File: src/rtl/pixscan_pkg.sv
// pixscan_pkg
//   Shared definitions for the pixel-scan capture controller: FSM state
//   encodings, Wishbone register addresses, CTRL/STATUS bit positions,
//   the pixel counter width and the COUNT write clamp.
package pixscan_pkg;

    // Pixel counter width; the counter saturates at all-ones.
    localparam int CNT_W       = 24;
    // Wide enough to hold an entry index or a COUNT value of 1..8.
    localparam int IDX_W       = 4;
    localparam int MAX_ENTRIES = 8;

    typedef enum logic [1:0] {
        ST_IDLE  = 2'd0,
        ST_ARMED = 2'd1,
        ST_SCAN  = 2'd2,
        ST_DONE  = 2'd3
    } state_t;

    // Word addresses
    localparam logic [4:0] ADDR_CTRL   = 5'd0;
    localparam logic [4:0] ADDR_STATUS = 5'd1;
    localparam logic [4:0] ADDR_COUNT  = 5'd2;
    localparam logic [4:0] ADDR_OFFSET = 5'd8;   // 8..15
    localparam logic [4:0] ADDR_RESULT = 5'd16;  // 16..23

    // CTRL bits (write-only register)
    localparam int CTRL_ARM   = 0;
    localparam int CTRL_ABORT = 1;
    localparam int CTRL_INTEN = 2;

    // STATUS fields
    localparam int STAT_STATE_LSB  = 0;   // [1:0]
    localparam int STAT_IDX_LSB    = 4;   // [6:4]
    localparam int STAT_MISSED_LSB = 8;   // [15:8]
    localparam int STAT_INTEN      = 16;
    localparam int STAT_DONE       = 17;

    // COUNT is always 1..nentries: zero stores 1, oversize stores the max.
    function automatic logic [IDX_W-1:0] clamp_count(input logic [31:0] wdata,
                                                     input int unsigned nentries);
        if (wdata == 32'd0) begin
            return IDX_W'(1);
        end else if (wdata > 32'(nentries)) begin
            return IDX_W'(nentries);
        end else begin
            return wdata[IDX_W-1:0];
        end
    endfunction

endpackage

File: src/rtl/pixscan_regs.sv
// pixscan_regs
//   OFFSET/RESULT storage and Wishbone readback for pixscan_ctrl.
//   Ports:
//     i_clk, i_reset        clock, asynchronous active-high reset
//     i_wb_cyc/stb/we/addr  bus request (from the top-level ports)
//     i_wb_offset_data      low 24 bits of the write data
//     i_cfg_open            OFFSET writes are accepted only when high
//     i_status, i_count     STATUS word and COUNT value for readback
//     i_idx, o_cur_offset   OFFSET[idx] lookup for the scan compare
//     i_res_mask, i_res_data  RESULT write port (any set of slots, one value)
//     o_wb_ack, o_wb_data   registered acknowledge and read data
//   OFFSET and RESULT are deliberately not reset; only the bus outputs are.
module pixscan_regs
    import pixscan_pkg::*;
#(
    parameter int NENTRIES = 8
) (
    input  logic                i_clk,
    input  logic                i_reset,
    input  logic                i_wb_cyc,
    input  logic                i_wb_stb,
    input  logic                i_wb_we,
    input  logic [4:0]          i_wb_addr,
    input  logic [CNT_W-1:0]    i_wb_offset_data,
    input  logic                i_cfg_open,
    input  logic [31:0]         i_status,
    input  logic [IDX_W-1:0]    i_count,
    input  logic [IDX_W-1:0]    i_idx,
    output logic [CNT_W-1:0]    o_cur_offset,
    input  logic [NENTRIES-1:0] i_res_mask,
    input  logic [31:0]         i_res_data,
    output logic                o_wb_ack,
    output logic [31:0]         o_wb_data
);

    logic [CNT_W-1:0] offset_q [NENTRIES];
    logic [31:0]      result_q [NENTRIES];
    logic             offset_wr;
    logic [31:0]      rdata;

    assign offset_wr = i_wb_cyc & i_wb_stb & i_wb_we & i_cfg_open;

    always_ff @(posedge i_clk) begin
        for (int k = 0; k < NENTRIES; k++) begin
            if (offset_wr && (i_wb_addr == ADDR_OFFSET + 5'(k))) begin
                offset_q[k] <= i_wb_offset_data;
            end
            if (i_res_mask[k]) begin
                result_q[k] <= i_res_data;
            end
        end
    end

    // Entry currently being searched for; slots past NENTRIES read 0
    // but are never compared because idx < COUNT <= NENTRIES in SCAN.
    always_comb begin
        o_cur_offset = '0;
        for (int k = 0; k < NENTRIES; k++) begin
            if (i_idx == IDX_W'(k)) begin
                o_cur_offset = offset_q[k];
            end
        end
    end

    always_comb begin
        rdata = '0;
        if (i_wb_addr == ADDR_STATUS) begin
            rdata = i_status;
        end else if (i_wb_addr == ADDR_COUNT) begin
            rdata = 32'(i_count);
        end
        for (int k = 0; k < NENTRIES; k++) begin
            if (i_wb_addr == ADDR_OFFSET + 5'(k)) begin
                rdata = {{(32-CNT_W){1'b0}}, offset_q[k]};
            end
            if (i_wb_addr == ADDR_RESULT + 5'(k)) begin
                rdata = result_q[k];
            end
        end
    end

    always_ff @(posedge i_clk or posedge i_reset) begin
        if (i_reset) begin
            o_wb_ack  <= 1'b0;
            o_wb_data <= '0;
        end else begin
            o_wb_ack  <= i_wb_stb;
            o_wb_data <= rdata;
        end
    end

endmodule

File: src/rtl/pixscan_ctrl.sv
// pixscan_ctrl
//   Captures up to NENTRIES pixels at programmed offsets within a frame.
//   Software writes COUNT and OFFSET[k], sets ARM; on i_frame_start the
//   controller counts valid pixels and stores the pixel whose index equals
//   OFFSET[idx] into RESULT[idx]. An offset already passed is recorded as
//   missed with RESULT 0. A new frame start before all entries resolve
//   misses the remainder.
//   Ports:
//     i_clk, i_reset                     clock, async active-high reset
//     i_wb_cyc/stb/we/addr/data          Wishbone pipelined request
//     o_wb_stall/ack/data                Wishbone response (never stalls)
//     i_frame_start, i_pix_valid, i_data pixel stream
//     o_busy                             FSM is not IDLE
//     o_int                              done & INTEN (level)
//   Bus handshake: a request is taken on every cycle with cyc & stb high;
//   stall is always 0 and ack follows stb exactly one cycle later, with
//   read data registered on the same edge.
module pixscan_ctrl
    import pixscan_pkg::*;
#(
    parameter int NENTRIES = 8
) (
    input  logic        i_clk,
    input  logic        i_reset,
    input  logic        i_wb_cyc,
    input  logic        i_wb_stb,
    input  logic        i_wb_we,
    input  logic [4:0]  i_wb_addr,
    input  logic [31:0] i_wb_data,
    output logic        o_wb_stall,
    output logic        o_wb_ack,
    output logic [31:0] o_wb_data,
    input  logic        i_frame_start,
    input  logic        i_pix_valid,
    input  logic [31:0] i_data,
    output logic        o_busy,
    output logic        o_int
);

    state_t               state_q, state_d;
    logic [IDX_W-1:0]     idx_q, idx_d;
    logic [IDX_W-1:0]     count_q, count_d;
    logic [NENTRIES-1:0]  missed_q, missed_d;
    logic                 done_q, done_d;
    logic                 inten_q, inten_d;
    logic [CNT_W-1:0]     cnt_q, cnt_d;

    logic                 bus_wr, bus_rd;
    logic                 ctrl_wr, arm, abort, status_rd, count_wr;
    logic                 cfg_open;
    logic [CNT_W-1:0]     cur_offset;
    logic [CNT_W-1:0]     pix_idx;
    logic                 hit, past, resolve;
    logic [NENTRIES-1:0]  idx_onehot;
    logic [NENTRIES-1:0]  res_mask;
    logic [31:0]          res_data;
    logic [31:0]          status;

    assign bus_wr    = i_wb_cyc & i_wb_stb & i_wb_we;
    assign bus_rd    = i_wb_cyc & i_wb_stb & ~i_wb_we;
    assign ctrl_wr   = bus_wr && (i_wb_addr == ADDR_CTRL);
    assign arm       = ctrl_wr & i_wb_data[CTRL_ARM];
    assign abort     = ctrl_wr & i_wb_data[CTRL_ABORT];
    assign status_rd = bus_rd && (i_wb_addr == ADDR_STATUS);
    assign count_wr  = bus_wr && (i_wb_addr == ADDR_COUNT);
    assign cfg_open  = (state_q == ST_IDLE) || (state_q == ST_DONE);

    // The frame-start pixel in ARMED is index 0; in SCAN the counter
    // already holds the index of the pixel on the bus this cycle.
    assign pix_idx = (state_q == ST_ARMED) ? '0 : cnt_q;
    assign hit     = (pix_idx == cur_offset);
    assign past    = (pix_idx > cur_offset);

    always_comb begin
        idx_onehot = '0;
        for (int k = 0; k < NENTRIES; k++) begin
            idx_onehot[k] = (idx_q == IDX_W'(k));
        end
    end

    always_comb begin
        state_d  = state_q;
        idx_d    = idx_q;
        missed_d = missed_q;
        done_d   = done_q;
        cnt_d    = cnt_q;
        res_mask = '0;
        res_data = '0;
        resolve  = 1'b0;
        inten_d  = ctrl_wr ? i_wb_data[CTRL_INTEN] : inten_q;
        count_d  = (count_wr && cfg_open) ? clamp_count(i_wb_data, NENTRIES) : count_q;

        // Read-to-clear; a completion on the same edge overrides below.
        if (status_rd) begin
            done_d = 1'b0;
        end

        case (state_q)
            ST_IDLE, ST_DONE: begin
                if (arm) begin
                    state_d  = ST_ARMED;
                    idx_d    = '0;
                    missed_d = '0;
                    done_d   = 1'b0;
                end
            end
            ST_ARMED: begin
                if (i_frame_start) begin
                    state_d = ST_SCAN;
                    cnt_d   = i_pix_valid ? CNT_W'(1) : '0;
                    resolve = i_pix_valid;
                end
            end
            ST_SCAN: begin
                if (idx_q >= count_q) begin
                    state_d = ST_DONE;
                    done_d  = 1'b1;
                end else if (i_frame_start) begin
                    // Frame ended early: every unresolved entry is missed.
                    for (int k = 0; k < NENTRIES; k++) begin
                        if ((IDX_W'(k) >= idx_q) && (IDX_W'(k) < count_q)) begin
                            res_mask[k] = 1'b1;
                            missed_d[k] = 1'b1;
                        end
                    end
                    idx_d   = count_q;
                    state_d = ST_DONE;
                    done_d  = 1'b1;
                end else if (i_pix_valid) begin
                    resolve = 1'b1;
                    cnt_d   = (cnt_q == '1) ? cnt_q : cnt_q + CNT_W'(1);
                end
            end
            default: state_d = ST_IDLE;
        endcase

        // One entry per cycle: exact match captures, overshoot misses.
        if (resolve && (hit || past)) begin
            res_mask = idx_onehot;
            res_data = hit ? i_data : '0;
            if (!hit) begin
                missed_d = missed_q | idx_onehot;
            end
            idx_d = idx_q + IDX_W'(1);
        end

        // Abort overrides everything else decided this cycle.
        if (abort) begin
            state_d  = ST_IDLE;
            idx_d    = idx_q;
            missed_d = missed_q;
            res_mask = '0;
            done_d   = status_rd ? 1'b0 : done_q;
        end
    end

    always_ff @(posedge i_clk or posedge i_reset) begin
        if (i_reset) begin
            state_q  <= ST_IDLE;
            idx_q    <= '0;
            count_q  <= IDX_W'(1);
            missed_q <= '0;
            done_q   <= 1'b0;
            inten_q  <= 1'b0;
            cnt_q    <= '0;
        end else begin
            state_q  <= state_d;
            idx_q    <= idx_d;
            count_q  <= count_d;
            missed_q <= missed_d;
            done_q   <= done_d;
            inten_q  <= inten_d;
            cnt_q    <= cnt_d;
        end
    end

    always_comb begin
        status = '0;
        status[STAT_STATE_LSB +: 2] = state_q;
        status[STAT_IDX_LSB +: 3]   = idx_q[2:0];
        for (int k = 0; k < NENTRIES; k++) begin
            status[STAT_MISSED_LSB + k] = missed_q[k];
        end
        status[STAT_INTEN] = inten_q;
        status[STAT_DONE]  = done_q;
    end

    assign o_wb_stall = 1'b0;
    assign o_busy     = (state_q != ST_IDLE);
    assign o_int      = done_q & inten_q;

    pixscan_regs #(
        .NENTRIES (NENTRIES)
    ) u_regs (
        .i_clk            (i_clk),
        .i_reset          (i_reset),
        .i_wb_cyc         (i_wb_cyc),
        .i_wb_stb         (i_wb_stb),
        .i_wb_we          (i_wb_we),
        .i_wb_addr        (i_wb_addr),
        .i_wb_offset_data (i_wb_data[CNT_W-1:0]),
        .i_cfg_open       (cfg_open),
        .i_status         (status),
        .i_count          (count_q),
        .i_idx            (idx_q),
        .o_cur_offset     (cur_offset),
        .i_res_mask       (res_mask),
        .i_res_data       (res_data),
        .o_wb_ack         (o_wb_ack),
        .o_wb_data        (o_wb_data)
    );

endmodule

File: config.mk
export PLATFORM = sky130hd
export DESIGN_NAME = pixscan_ctrl
export DESIGN_NICKNAME = d
export VERILOG_FILES = /design/src/rtl/pixscan_pkg.sv /design/src/rtl/pixscan_regs.sv /design/src/rtl/pixscan_ctrl.sv
export SDC_FILE = /design/constraint.sdc
export NUM_CORES = 1
export LEC_CHECK = 0
export BUFFER_PORTS_ARGS = -buffer_cell sky130_fd_sc_hd__buf_2
export CAP_MARGIN = 20
export CORE_MARGIN = 4
export CORE_UTILIZATION = 40
export CTS_BUF_LIST = sky130_fd_sc_hd__clkbuf_4
export CTS_CLUSTER_SIZE = 10
export DETAILED_ROUTE_END_ITERATION = 16
export GPL_TIMING_DRIVEN = 0
export PLACE_DENSITY = 0.66
export SLEW_MARGIN = 10
export SYNTH_ARGS = -nofsm -noshare
export SYNTH_HDL_FRONTEND = slang
export SYNTH_SLANG_ARGS = --single-unit
export TNS_END_PERCENT = 100
File: constraint.sdc
create_clock -name i_clk -period 8.1 [get_ports i_clk]
set_input_delay 0.405 -clock i_clk [delete_from_list [all_inputs] [get_ports i_clk]]
set_output_delay 0.405 -clock i_clk [all_outputs]
set_load 0.05 [all_outputs]
==> results.cfg <==
[run_status]
outcome = finished clean

[timing]
max_clock_freq_mhz = 141
tns_ns = 0
fin_crit_sh_pct = 87.4
drv_slew = 0
hold_violations = 0
worst_pin_slew_ns = 1.28
setup_violations = 0
maxSlewHeadroom_pct = 14.8
finalClockSkew_ns = 0.0763
holdWs_ns = 0.0903
min_period_ns = 7.08
rsz0062_at_grt = no

[clock_tree]
post_cts_buffers = 0
cts.clk_slew.worst_paths_ns = 0.07
clock_latency_ns = 1.02
cts.sinks = 525
cts_buffers = 142
ctsHoldBuffers = 64
ctsResizeCount = 0
ctsRootBufferMaster = clkbuf_4
h-tree-depth = 4
cts_tree = done
clk_path_buf_depth = 3

[worst_setup_path]
path_max_fanout = 10
r2r_end = u_regs.result_q[0][27]
r2r_slack_ns = 1.02
startpoint_type = flop
critical-path-top-delay-family = simple AND/OR/NAND/NOR gates
crit_path_frequent_cell = buf_4
arrival_ns = 7.75
cpPeakStageDelay_ns = 0.85
worstSetupPathType = reg -> reg
cp_num_buf_inv = 7
end_kind = flop
crit_chain = inv_1 > ha_1 > nand2_1 > clkbuf_1 > nor2_1 > o31a_1 > a31oi_1 > a21oi_1 > o21a_1 > ha_1 > nand4_1 > nor3_1 > nand3_1 > and4b_1 > a21o_1 > buf_6 > o21ai_0 > nor4b_2 > buf_4 > buf_4 > buf_4 > buf_4
reg2reg_depth = 22
r2r-start = idx_q[0]
crit_cells = 22
required_ns = 8.77
slowest_stage = clkbuf_1

[floorplanning]
fp.coreArea_mm2 = 0.0577
dieArea_mm2 = 0.0621
dieHeight_um = 249
die_x_um = 249
num_rows = 88
io_pins = 112
start_util_pct = 40.3

[power_and_ir_drop]
power.internal_uw = 4770
sw_frac_of_total_pct = 28.9
peakVddDrop_v = 0.000131
p_leak_uw = 0.0102
seq_power_share_pct = 48.0
p_sw_uw = 1930
p_clk_share_pct = 36.3
total_power_uw = 6700
p_per_area_mw_per_mm2 = 239
pwr-share-comb_pct = 15.7

[detailed_routing]
drtIter0Drc = 3090
vias_per_cell = 6.20
wl_um = 87800
antenna_left = 0
drc = 0
dr.pass1.iters = 8
drt-wirelength-per-cell_um = 29.2
routed-via-count = 18600

[finish]
fin_area_mm2 = 0.0280
fill_cells = 5181
syn_to_final_growth_pct = 20.4
final_cells = 3005
drive_gt1_share_pct = 21.8
num-nets-final = 2242

[synth]
syn_avg_cell_area_um2 = 13.1
async_flop_share_pct = 14.7
synth_top_family_by_area = compound AO/OA/AOI/OAI gates
synthXorXnorAreaFrac_pct = 0.753
synth_cell_type_count = 84
synthSimpleGateAreaFrac_pct = 11.5
yosys_warnings = 0
synth_ff_type = edfxtp_1
synth_nets = 1889
synth-seq-cells = 525
synth_compound_area_share_pct = 15.9
yosysSeqAreaShare_pct = 66.1
syn_inst = 1776
synth_edf_count = 448
synthMuxAreaShare_pct = 1.09
syn_area_mm2 = 0.0233
synth_fa_ha_area_share_pct = 1.99

[worst_hold_path]
hold_path.class = in -> reg
hold_end = u_regs.offset_q[0][10]
worstHoldStart = i_wb_addr[3]
min_path_cells = 3

[place]
gp_congestion = 1.03
dpl.cell_count = 2686
io_buffers = 108
placement.cell_area_mm2 = 0.0255
hpwlAfterDp_um = 60700

[grt]
antenna_found_initial = 2
grt_max_degree = 55
grt_pass1_wl_um = 124000
grt_pass1_vias = 18200
grt_usage_pct = 27.4
overflow = 0

[flow_run]
drv_cap = 0
power groups by stage:
stage | combinational (µW) | clock (µW) | sequential (µW)
3_5_place_dp | 1000 | 0 | 3270
4_1_cts | 1030 | 2460 | 3210
3_3_place_gp | 890 | 0 | 3300
2_1_floorplan | 496 | 0 | 3320
5_1_grt | 1110 | 2620 | 3230
6_report | 1050 | 2430 | 3220
cell usage in the layout (no fill, tap or decap), types with 17 or more instances in the layout:
cell type	synthesis	final
ha_1	37	37
dfrtp_1	76	76
nor2b_1	30	30
nand4_1	20	20
nand2_1	152	152
a221oi_1	32	32
a21oi_1	79	74
buf_4	4	21
and3_1	17	17
nor2_1	104	97
dlygate4sd3_1	0	64
xor2_1	19	19
a22oi_1	62	62
clkbuf_4	0	211
buf_2	39	147
o31a_1	26	26
o21ai_0	71	71
inv_1	21	20
nor3_1	27	23
edfxtp_1	448	448
clkinv_1	0	23
a221oi_2	19	19
a222oi_1	28	28
clkbuf_1	62	62
nand3_1	68	68
a31oi_1	28	28
and2_1	47	47
o22ai_1	28	28
o21a_1	24	24
logic make-up after synthesis:
family / after synthesis
flip-flops: 525
other: 1
AND/OR/NAND/NOR: 529
adder cells (fa/ha/maj): 37
AO/OA/AOI/OAI: 503
XOR/XNOR: 20
buffers and inverters: 137
multiplexers: 24
per-stage QoR:
stage	util, %	setup slack, ns
6_report	48.6	1.02
5_1_grt	48.6	0.980
4_1_cts	48.5	1.30
3_5_place_dp	44.2	1.37
3_3_place_gp	42.9	-5.56
2_1_floorplan	-	0.759
sequential cells by signal, summed over array words and instances (netlist names):
signal            flops
done_q                1
u_regs.offset_q     192
cnt_q                24
count_q               4
missed_q              8
u_regs.o_wb_ack       1
state_q               2
u_regs.o_wb_data     32
inten_q               1
idx_q                 4
u_regs.result_q     256
cell usage after synthesis (all sizes together) (7+ instances only):
cell type    n  area share, %
nor4        12           0.32
o221ai       7           0.26
mux2i       14           0.60
edfxtp     448             58
nor2b       31           0.84
ha          37            2.0
a22oi       62            2.0
a31oi       28           0.75
nand4       20           0.54
mux2        10           0.48
or3         10           0.27
nand2      152            2.5
o31a        26           0.98
nor3        30           0.74
o22ai       28           0.75
xor2        19           0.72
inv         21           0.34
nand3       69            1.5
o31ai       12           0.41
a221o       14           0.60
buf         54            1.3
nor2       106            1.8
clkbuf      62            1.0
a21oi       80            1.7
o22a        16           0.60
dfrtp       76            8.2
and2        48            1.3
o211ai       8           0.26
o21ai       87            1.9
o21a        24           0.77
a222oi      28            1.2
and3        17           0.46
a221oi      51            2.4
routing by layer:
layer / wire length, µm / part of all wire [%] / track usage (%)
met1: 33800 / 39 / 36.2
met2: 39100 / 45 / 41.7
met3: 10500 / 12 / 8.38
met4: 4260 / 4.8 / 12.7
met5: 0 / 0 / 0
worst register-to-register path, stage by stage (launching register included):
cell and delay, ns:
dfrtp_1 0.62, inv_1 0.21, ha_1 0.33, nand2_1 0.46, clkbuf_1 0.85, nor2_1 0.09
o31a_1 0.31, a31oi_1 0.16, a21oi_1 0.06, o21a_1 0.36, ha_1 0.37, nand4_1 0.14
nor3_1 0.39, nand3_1 0.17, and4b_1 0.27, a21o_1 0.18, buf_6 0.14, o21ai_0 0.07
nor4b_2 0.67, buf_4 0.29, buf_4 0.21, buf_4 0.21, buf_4 0.20
how the worst max path moves through the flow:
stage          startpoint                       to  slack [ns]
6_report         idx_q[0]   u_regs.result_q[0][27]        1.02
5_1_grt          idx_q[0]  u_regs.result_q[1][122]        0.98
4_1_cts          idx_q[0]  u_regs.result_q[1][121]        1.30
3_5_place_dp     idx_q[0]   u_regs.result_q[0][27]        1.37
3_3_place_gp     idx_q[0]   u_regs.result_q[0][27]       -5.56
2_1_floorplan    idx_q[1]    u_regs.result_q[0][0]        0.76
area by class of cell:
class | count | area [µm²] | area share, %
antenna | 2 | 5.00 | 0.0179
inverter | 21 | 81.3 | 0.290
clock buffer | 211 | 1580 | 5.65
clock inverter | 42 | 273 | 0.974
multi-input combinational | 1114 | 7410 | 26.4
timing repair buffer | 209 | 1790 | 6.38
sequential | 525 | 15400 | 54.9
buffer | 116 | 537 | 1.92
tap | 765 | 957 | 3.42
No activity file was read; power rests on OpenSTA's default activity.
